<file path="config.mk">
export PLATFORM = sky130hd
export DESIGN_NAME = ehgu_clk2phase_ctrl
export DESIGN_NICKNAME = d
export VERILOG_FILES = /design/src/rtl/ehgu_clk2phase_pkg.sv /design/src/rtl/ehgu_clk2phase_ctrl_counter.sv /design/src/rtl/ehgu_clk2phase_ctrl.sv
export SDC_FILE = /design/constraint.sdc
export NUM_CORES = 1
export LEC_CHECK = 0
export CAP_MARGIN = 10
export CORE_MARGIN = 2
export CORE_UTILIZATION = 56
export DETAILED_ROUTE_END_ITERATION = 16
export PLACE_DENSITY = 0.79
export SYNTH_ARGS = -nofsm -noshare
export SYNTH_HDL_FRONTEND = slang
export SYNTH_SLANG_ARGS = --single-unit
</file>
<file path="constraint.sdc">
create_clock -name clk -period 2.5 [get_ports clk]
set_clock_uncertainty 0.15 [all_clocks]
set_input_delay 0.5 -clock clk [delete_from_list [all_inputs] [get_ports clk]]
set_output_delay 0.5 -clock clk [all_outputs]
set_load 0.005 [all_outputs]
</file>
<file path="src/rtl/ehgu_clk2phase_pkg.sv">
// Shared types and helpers for the two-phase non-overlapping clock controller.
package ehgu_clk2phase_pkg;

  typedef enum logic [2:0] {
    IDLE   = 3'd0,
    P0     = 3'd1,
    DEAD01 = 3'd2,
    P1     = 3'd3,
    DEAD10 = 3'd4
  } ehgu_c2p_state_t;

  // Widest count the clamp helper handles; callers narrow the result back down.
  localparam int C2P_MAX_W = 32;

  // A zero count becomes 1 unless zero is a legal value for that count.
  function automatic logic [C2P_MAX_W-1:0] c2p_clamp(input logic [C2P_MAX_W-1:0] cnt,
                                                     input logic                 allow_zero);
    if (cnt == '0) begin
      return allow_zero ? '0 : C2P_MAX_W'(1);
    end
    return cnt;
  endfunction

endpackage

</file>
<file path="src/rtl/ehgu_clk2phase_ctrl_counter.sv">
// Loadable down-counter with a zero flag; sits at zero until reloaded.
module ehgu_load_dn_counter #(
  parameter int CNT_W = 8
) (
  input  logic             clk,
  input  logic             rst,
  input  logic             load,
  input  logic [CNT_W-1:0] load_val,
  output logic [CNT_W-1:0] cnt,
  output logic             zero
);

  // Load has priority; otherwise count down and stop at zero.
  always_ff @(posedge clk or posedge rst) begin
    if (rst) begin
      cnt <= '0;
    end else if (load) begin
      cnt <= load_val;
    end else if (cnt != '0) begin
      cnt <= cnt - CNT_W'(1);
    end
  end

  assign zero = (cnt == '0);

endmodule

</file>
<file path="src/rtl/ehgu_clk2phase_ctrl.sv">
// Two-phase non-overlapping clock generator.
// Optional build macro EHGU_CLK2PHASE_CTRL_STATS_EN adds a saturating
// 32-bit period counter output (period_cnt).
//
// state  | meaning
// IDLE   | stopped, waiting for en
// P0     | phase 0 high for hi_eff cycles
// DEAD01 | gap after phase 0, dead_eff cycles
// P1     | phase 1 high for hi_eff cycles
// DEAD10 | gap after phase 1, dead_eff cycles; end of period
//
// Outputs are registered decodes of the state, so they trail the state by
// one cycle. hi/dead are captured only when a period starts.
module ehgu_clk2phase_ctrl
  import ehgu_clk2phase_pkg::*;
#(
  parameter int CNT_W           = 8,
  parameter bit ALLOW_ZERO_DEAD = 1'b0
) (
  input  logic             clk,
  input  logic             rst,
  input  logic             en,
  input  logic [CNT_W-1:0] hi_cycles,
  input  logic [CNT_W-1:0] dead_cycles,
  output logic             phi0,
  output logic             phi1,
  output logic             running,
  output logic             period_done
`ifdef EHGU_CLK2PHASE_CTRL_STATS_EN
  ,
  output logic [31:0]      period_cnt
`endif
);

  ehgu_c2p_state_t  state;
  ehgu_c2p_state_t  nxt;
  logic [CNT_W-1:0] hi_s;
  logic [CNT_W-1:0] dead_s;
  logic [CNT_W-1:0] hi_in;
  logic [CNT_W-1:0] dead_in;
  logic [CNT_W-1:0] load_val;
  logic [CNT_W-1:0] cnt;
  logic             load;
  logic             zero;
  logic             sample;
  logic             period_end;

  assign hi_in   = CNT_W'(c2p_clamp(C2P_MAX_W'(hi_cycles), 1'b0));
  assign dead_in = CNT_W'(c2p_clamp(C2P_MAX_W'(dead_cycles), ALLOW_ZERO_DEAD));

  ehgu_load_dn_counter #(
    .CNT_W(CNT_W)
  ) u_cnt (
    .clk      (clk),
    .rst      (rst),
    .load     (load),
    .load_val (load_val),
    .cnt      (cnt),
    .zero     (zero)
  );

  // Next state and counter reload; a zero dead count skips the DEAD states.
  always_comb begin
    nxt        = state;
    load       = 1'b0;
    load_val   = '0;
    sample     = 1'b0;
    period_end = 1'b0;
    case (state)
      IDLE: begin
        if (en) begin
          nxt      = P0;
          load     = 1'b1;
          load_val = hi_in - CNT_W'(1);
          sample   = 1'b1;
        end
      end
      P0: begin
        if (zero) begin
          load = 1'b1;
          if (dead_s == '0) begin
            nxt      = P1;
            load_val = hi_s - CNT_W'(1);
          end else begin
            nxt      = DEAD01;
            load_val = dead_s - CNT_W'(1);
          end
        end
      end
      DEAD01: begin
        if (zero) begin
          nxt      = P1;
          load     = 1'b1;
          load_val = hi_s - CNT_W'(1);
        end
      end
      P1: begin
        if (zero) begin
          if (dead_s != '0) begin
            nxt      = DEAD10;
            load     = 1'b1;
            load_val = dead_s - CNT_W'(1);
          end else begin
            period_end = 1'b1;
            if (en) begin
              nxt      = P0;
              load     = 1'b1;
              load_val = hi_in - CNT_W'(1);
              sample   = 1'b1;
            end else begin
              nxt = IDLE;
            end
          end
        end
      end
      DEAD10: begin
        if (zero) begin
          period_end = 1'b1;
          if (en) begin
            nxt      = P0;
            load     = 1'b1;
            load_val = hi_in - CNT_W'(1);
            sample   = 1'b1;
          end else begin
            nxt = IDLE;
          end
        end
      end
      default: nxt = IDLE;
    endcase
  end

  // State, captured configuration and registered phase outputs.
  always_ff @(posedge clk or posedge rst) begin
    if (rst) begin
      state       <= IDLE;
      hi_s        <= '0;
      dead_s      <= '0;
      phi0        <= 1'b0;
      phi1        <= 1'b0;
      running     <= 1'b0;
      period_done <= 1'b0;
    end else begin
      state <= nxt;
      if (sample) begin
        hi_s   <= hi_in;
        dead_s <= dead_in;
      end
      phi0        <= (state == P0);
      phi1        <= (state == P1);
      running     <= (state != IDLE);
      period_done <= period_end;
    end
  end

`ifdef EHGU_CLK2PHASE_CTRL_STATS_EN
  // Saturating count of completed periods, in step with period_done.
  always_ff @(posedge clk or posedge rst) begin
    if (rst) begin
      period_cnt <= '0;
    end else if (period_end && (period_cnt != '1)) begin
      period_cnt <= period_cnt + 32'd1;
    end
  end
`endif

endmodule

</file>
; ---- Yosys cells after proc, flatten, opt, wreduce, memory -nomap -nowiden
; Cells that the tools add are included.
[totals]
register_bits = 31
in_bits = 19
out_inout_bits = 4
elab_cells = 69
[classes]
addsub = 4
n_eq_ne = 9
n_mux = 37
n_reduce_logical = 11
[op_table]
columns = cell, n
row1 = $mux 8, 13
row2 = $pmux 8 s5, 1
row3 = $logic_not 8->1, 4
row4 = $sub 8x1->8 const B, 4
row5 = $mux 3, 6
row6 = $reduce_bool 8->1, 2
row7 = $pmux 3 s5, 1
row8 = $mux 1, 13
row9 = $ne 2x1->1 const B, 4
row10 = $eq 3x2->1 const B, 2
row11 = $reduce_and 5->1, 1
row12 = $pmux 1 s4, 1
row13 = $eq 3x1->1 const B, 1
row14 = $eq 3x3->1 const B, 1
row15 = $logic_not 3->1, 1
row16 = $pmux 1 s3, 1
row17 = $reduce_bool 3->1, 1
row18 = $ne 2x2->1 const B, 1
row19 = $pmux 1 s2, 1
row20 = $reduce_bool 2->1, 1
row21 = $reduce_or 2->1, 1

; ---- Logic depth before layout (Yosys ltp)
; Gate-level depths: netlist of run 1.
[logic_depth]
word_depth = 9
ltp_mapped = 8
ltp_nobuf = 8

; ---- Hierarchy
; Synthesis of run 1 repeated with hierarchy kept, for this count alone.
[unflattened]
hier_cells = 223
hier_area_um2 = 2064.5
[modules_own_cells]
columns = module, n_inst, cells_each, area_per_inst_um2, seq_area_each_um2
row1 = ehgu_clk2phase_ctrl, 1, 167, 1567.8, 575.6
row2 = ehgu_load_dn_counter, 1, 56, 496.7, 200.2

; ---- Worst setup path before layout of run 1
; No wires, ideal clock.
[synth_timing]
kind = register to register
startpoint = reg dead_s[0]
endpoint = reg dead_s[2]
setup_time_ns = 0.125
arrival_time_ns = 1.998
required_time_ns = 2.225
path_slack_ns = 0.227
stages_incl_launch_ff = 8
n_path_buf = 1
period_less_slack_ns = 2.273
cell_sequence = dfrtp_1 > inv_1 > ha_1 > nor4b_4 > nand4_2 > o211ai_4 > buf_8 > mux2_4
[synth_between]
elab_chain_cells = 4
[synth_lines]
columns = item, line_no
row1 = "start, declared", ehgu_clk2phase_ctrl.sv:38  ; logic [CNT_W-1:0] dead_s;
row2 = "start signal, assigned", ehgu_clk2phase_ctrl.sv:147  ; dead_s <= dead_in;
row3 = $reduce_bool 8->1, ehgu_clk2phase_ctrl.sv:99  ; if (dead_s != '0) begin
row4 = $mux 1, ehgu_clk2phase_ctrl.sv:99
row5 = $mux 1, ehgu_clk2phase_ctrl.sv:98  ; if (zero) begin
row6 = $pmux 1 s3, ehgu_clk2phase_ctrl.sv:69  ; case (state)
; No other way between the ends.
; A chain may end at the register's enable or synchronous reset.

; ---- Final worst setup path of run 1
[layout_timing]
startpoint = reg dead_s[0]
endpoint = reg u_cnt.cnt[6]
[layout_between]
elab_chain_cells = 5
word_cells_on_any_way = 13
cone_classes = 1 x add/sub / 9 x mux / 3 x reduce/logical
[layout_lines]
columns = item, line_no
row1 = "$sub 8x1->8, or another cell as far along", "ehgu_clk2phase_ctrl.sv:86, ehgu_clk2phase_ctrl.sv:102"
row2 = "$mux 8, or another cell as far along", ehgu_clk2phase_ctrl.sv:99
row3 = "$mux 8, or another cell as far along", ehgu_clk2phase_ctrl.sv:98
row4 = $pmux 8 s5 or $pmux 1 s4 (tied branches), ehgu_clk2phase_ctrl.sv:69
row5 = $mux 8 or $reduce_bool 2->1 (tied branches), n/a
row6 = "end signal, assigned", ehgu_clk2phase_ctrl_counter.sv:18  ; cnt <= load_val;
row7 = "end signal, assigned", ehgu_clk2phase_ctrl_counter.sv:20  ; cnt <= cnt - CNT_W'(1);
row8 = "end, declared", ehgu_clk2phase_ctrl_counter.sv:9  ; output logic [CNT_W-1:0] cnt,
; Several ways; a longest one is shown, not always the timed one.

==> flow_metrics.env, run 1 <==
export IMPL_r2r_end="u_cnt.cnt[6]$_DFFE_PP0P_"
export IMPL_syn_cell_area_sq_um=2126
export IMPL_die_h_microns=65.61
export IMPL_timing_rr_start="dead_s[0]$_DFFE_PP0P_"
export IMPL_syn_num_nets=252
export IMPL_fillers=273
export IMPL_worstPathRequired_ps=2510
export IMPL_finalHoldViolCount=0
export IMPL_drive_above_1_share_pct=19.19
export IMPL_area_growth_pct=23.37
export IMPL_synth_flop_cell="dfrtp_1"
export IMPL_power_density_nw_per_um2=371.5
export IMPL_vias=1940
export IMPL_critPathLaunch="dead_s[0]$_DFFE_PP0P_"
export IMPL_grt_usage_pct=27.38
export IMPL_antenna_cells=0
export IMPL_ys_seq_area_share_pct=36.49
export IMPL_row_count=22
export IMPL_port_buffers=22
export IMPL_tns_ps=0
export IMPL_endpoint_kind="flop"
export IMPL_dr_pass1_iters=4
export IMPL_grt_max_degree=32
export IMPL_start_kind="flop"
export IMPL_period_minus_slack_ps=2347
export IMPL_core_area_sq_um=3661
export IMPL_yosys_top_cells_area="dfrtp_1 (36%), mux2_4 (5.7%), nand2_1 (3.4%)"
export IMPL_wl_per_cell_microns=16.16
export IMPL_clockRootBuffer="clkbuf_8"
export IMPL_routed_wl_microns=5156
export IMPL_path_clk_slew_ps=60
export IMPL_crit_chain="inv_1 > ha_1 > buf_4 > or3b_2 > nor3_1 > mux2_2 > nand2_1 > a41oi_1"
export IMPL_worstPathArrival_ps=2360
export IMPL_synth_most_common_cell="dfrtp_1"
export IMPL_status="finished clean"
export IMPL_start_util_pct=58.07
export IMPL_fmax_mhz=426.0
export IMPL_synth_edf_count=0
export IMPL_ant_nets=0
export IMPL_p_total_uw=974.2
export IMPL_crit_type="flop to flop"
export IMPL_relSlewSlack_pct=67.14
export IMPL_critical_path_endpoint="u_cnt.cnt[6]$_DFFE_PP0P_"
export IMPL_die_x_microns=65.61
export IMPL_ys_warn_count=0
export IMPL_avgViaCountPerCell=6.082
export IMPL_dieArea_sq_um=4305
export IMPL_synth_top_area_share_pct=36.49
export IMPL_cts_buffer_depth=2
export IMPL_drc=0
export IMPL_leakagePower_nw=1.102
export IMPL_place_area_sq_um=2505
export IMPL_setup_violations=0
export IMPL_crit_fanout=4
export IMPL_cts_sinks=31
export IMPL_critPathSlowestCell="or3b_2"
export IMPL_rsz0062_at_grt="false"
export IMPL_clock_latency_ps=290
export IMPL_yosysTopAreaCell="dfrtp_1"
export IMPL_final_nets=294
export IMPL_grt_remaining_overflow=0
export IMPL_hold_path_class="flop to flop"
export IMPL_numCtsBuffers=5
export IMPL_design_area_sq_um=2623
export IMPL_tightest_slew_ps=488.8
export IMPL_slowest_delay_ps=470
export IMPL_fin_crit_sh_pct=93.89
export IMPL_grt_pass1_wl_microns=8776
export IMPL_slew_violations=0
export IMPL_num_io_pins=23
export IMPL_dpl_hpwl_microns=3908
export IMPL_syn_inst=228
export IMPL_worst_r2r_path_depth=8
export IMPL_cts_hold_fix_buffers=0
export IMPL_reg2reg_slack_ps=150
export IMPL_place_congestion=0.9046
export IMPL_cts_tree="done"
export IMPL_yosys_cell_types_count=54
export IMPL_synth_async_reset_ratio_pct=100.0
export IMPL_synthTopCellsByCount="dfrtp_1 (31), nand2_1 (19), nor2_1 (18), inv_1 (14), nor3_1 (14)"
export IMPL_max_cap_violations=0
export IMPL_grt_pass1_vias=1869
export IMPL_h_tree_depth=2
export IMPL_dr_first_iter_drc_count=208
export IMPL_ir_drop_v=0.0003807
export IMPL_antenna_found_initial=0
export IMPL_ys_seq_elements=31
export IMPL_syn_avg_cell_area_sq_um=9.324
==> cells by family (layout without fill, tap and decap cells) <==
| kind of cell | Yosys count | in the layout | share of synthesized area [%] |
|---|---|---|---|
| flops | 31 | 31 | 36.49 |
| xor+xnor | 12 | 12 | 4.944 |
| buf+inv | 21 | 64 | 4.767 |
| simple gates | 84 | 84 | 21.60 |
| compound gates | 59 | 59 | 19.42 |
| mux | 16 | 16 | 9.829 |
| fa+ha+maj | 5 | 5 | 2.943 |
==> report_power, final <==
group          switching (mW)  leakage [nW]  internal, mW
clock network           0.200        0.0412         0.194
logic                  0.0349         0.661        0.0438
registers                   0         0.400         0.502
==> critical path, delay by kind of cell, from the launching register on <==
family,cells,cell delay (ps)
adder cells (fa/ha/maj),1,190
AO/OA/AOI/OAI,1,110
AND/OR/NAND/NOR,3,760
buffers and inverters,2,220
flip-flops,1,410
multiplexers,1,360
==> how the worst min path moves through the flow <==
stage,startpoint,end,slack [ps],cells past startpoint
after CTS,hi_s[6]$_DFFE_PP0P_,hi_s[6]$_DFFE_PP0P_,420,1
after global routing,hi_s[7]$_DFFE_PP0P_,hi_s[7]$_DFFE_PP0P_,450,1
after global placement,hi_s[7]$_DFFE_PP0P_,hi_s[7]$_DFFE_PP0P_,390,1
after detailed placement,hi_s[6]$_DFFE_PP0P_,hi_s[6]$_DFFE_PP0P_,400,1
final,hi_s[6]$_DFFE_PP0P_,hi_s[6]$_DFFE_PP0P_,430,1
after floorplan,hi_s[7]$_DFFE_PP0P_,hi_s[7]$_DFFE_PP0P_,350,1
==> sequential cells by signal, indices dropped and copies added (netlist names) <==
name / cells
phi1: 1
state: 3
period_done: 1
u_cnt.cnt: 8
running: 1
phi0: 1
dead_s: 8
hi_s: 8
==> layout make-up <==
type	instances	area, sq um	share of cell area (%)
Timing Repair Buffer	42	382.9	14.60
Clock buffer	6	72.57	2.767
Multi-Input combinational cell	176	1266	48.28
Tap cell	48	60.06	2.290
Clock inverter	2	12.51	0.4771
Inverter	14	52.55	2.004
Sequential cell	31	775.7	29.58
==> metrics by stage <==
| step | hold slack [ps] | instances | util (%) | worst slack, ps |
|---|---|---|---|---|
| final | 427.7 | 319 | 71.63 | 152.7 |
| after CTS | 423.2 | 317 | 70.75 | 28.68 |
| after global routing | 446.2 | 319 | 71.63 | 16.10 |
| after global placement | 389.6 | 309 | 68.42 | -3.358 |
| after detailed placement | 401.1 | 309 | 68.42 | -73.09 |
| after floorplan | 353.5 | 228 | - | 227.1 |
==> placed cells by master (no fill, tap or decap), types with 2 or more instances in the layout <==
master	instances
nor2b_1	3
a211o_1	2
inv_1	14
or3_1	4
clkdlybuf4s50_1	22
a31oi_1	6
a21oi_1	10
nand2_1	19
nor4_1	3
clkbuf_8	5
xor2_1	4
a211oi_1	2
ha_1	5
nand2b_1	3
mux2_4	8
a21o_1	5
o21ai_0	11
mux2_2	6
or4_1	4
xnor2_1	8
dfrtp_1	31
o22ai_1	4
nor2_1	18
a221o_1	2
o22a_1	2
nand3_1	3
and2_1	2
or3b_2	2
o2111ai_1	3
buf_4	19
o31ai_1	2
nor3_1	13
==> routing by layer <==
| layer | GRT usage, % | wire (microns) | vias up |
|---|---|---|---|
| met5 | 0 | 0 | - |
| met2 | 44.01 | 2448 | 81 |
| met1 | 34.21 | 2194 | 912 |
| met4 | 11.98 | 165 | 0 |
| li1 | - | - | 932 |
| met3 | 7.877 | 347 | 15 |
==> what timing repair did <==
| action | in CTS | in global routing |
|---|---|---|
| hold endpoints to repair | 0 | 0 |
| setup endpoints to repair | 0 | 19 |
| gates resized for setup | 0 | 3 |
| buffers inserted | 0 | 2 |
Note: power is estimated with default switching activity, not from simulation.
==> run 2, diff against run 1 <==
--- a/config.mk
+++ b/config.mk
@@ -10,6 +10,7 @@
 export CORE_UTILIZATION = 56
 export DETAILED_ROUTE_END_ITERATION = 16
 export PLACE_DENSITY = 0.79
+export SLEW_MARGIN = 40
 export SYNTH_ARGS = -nofsm -noshare
 export SYNTH_HDL_FRONTEND = slang
 export SYNTH_SLANG_ARGS = --single-unit
==> results of run 2 <==
No change in the layout: final DEF, timing and power equal those of run 1.
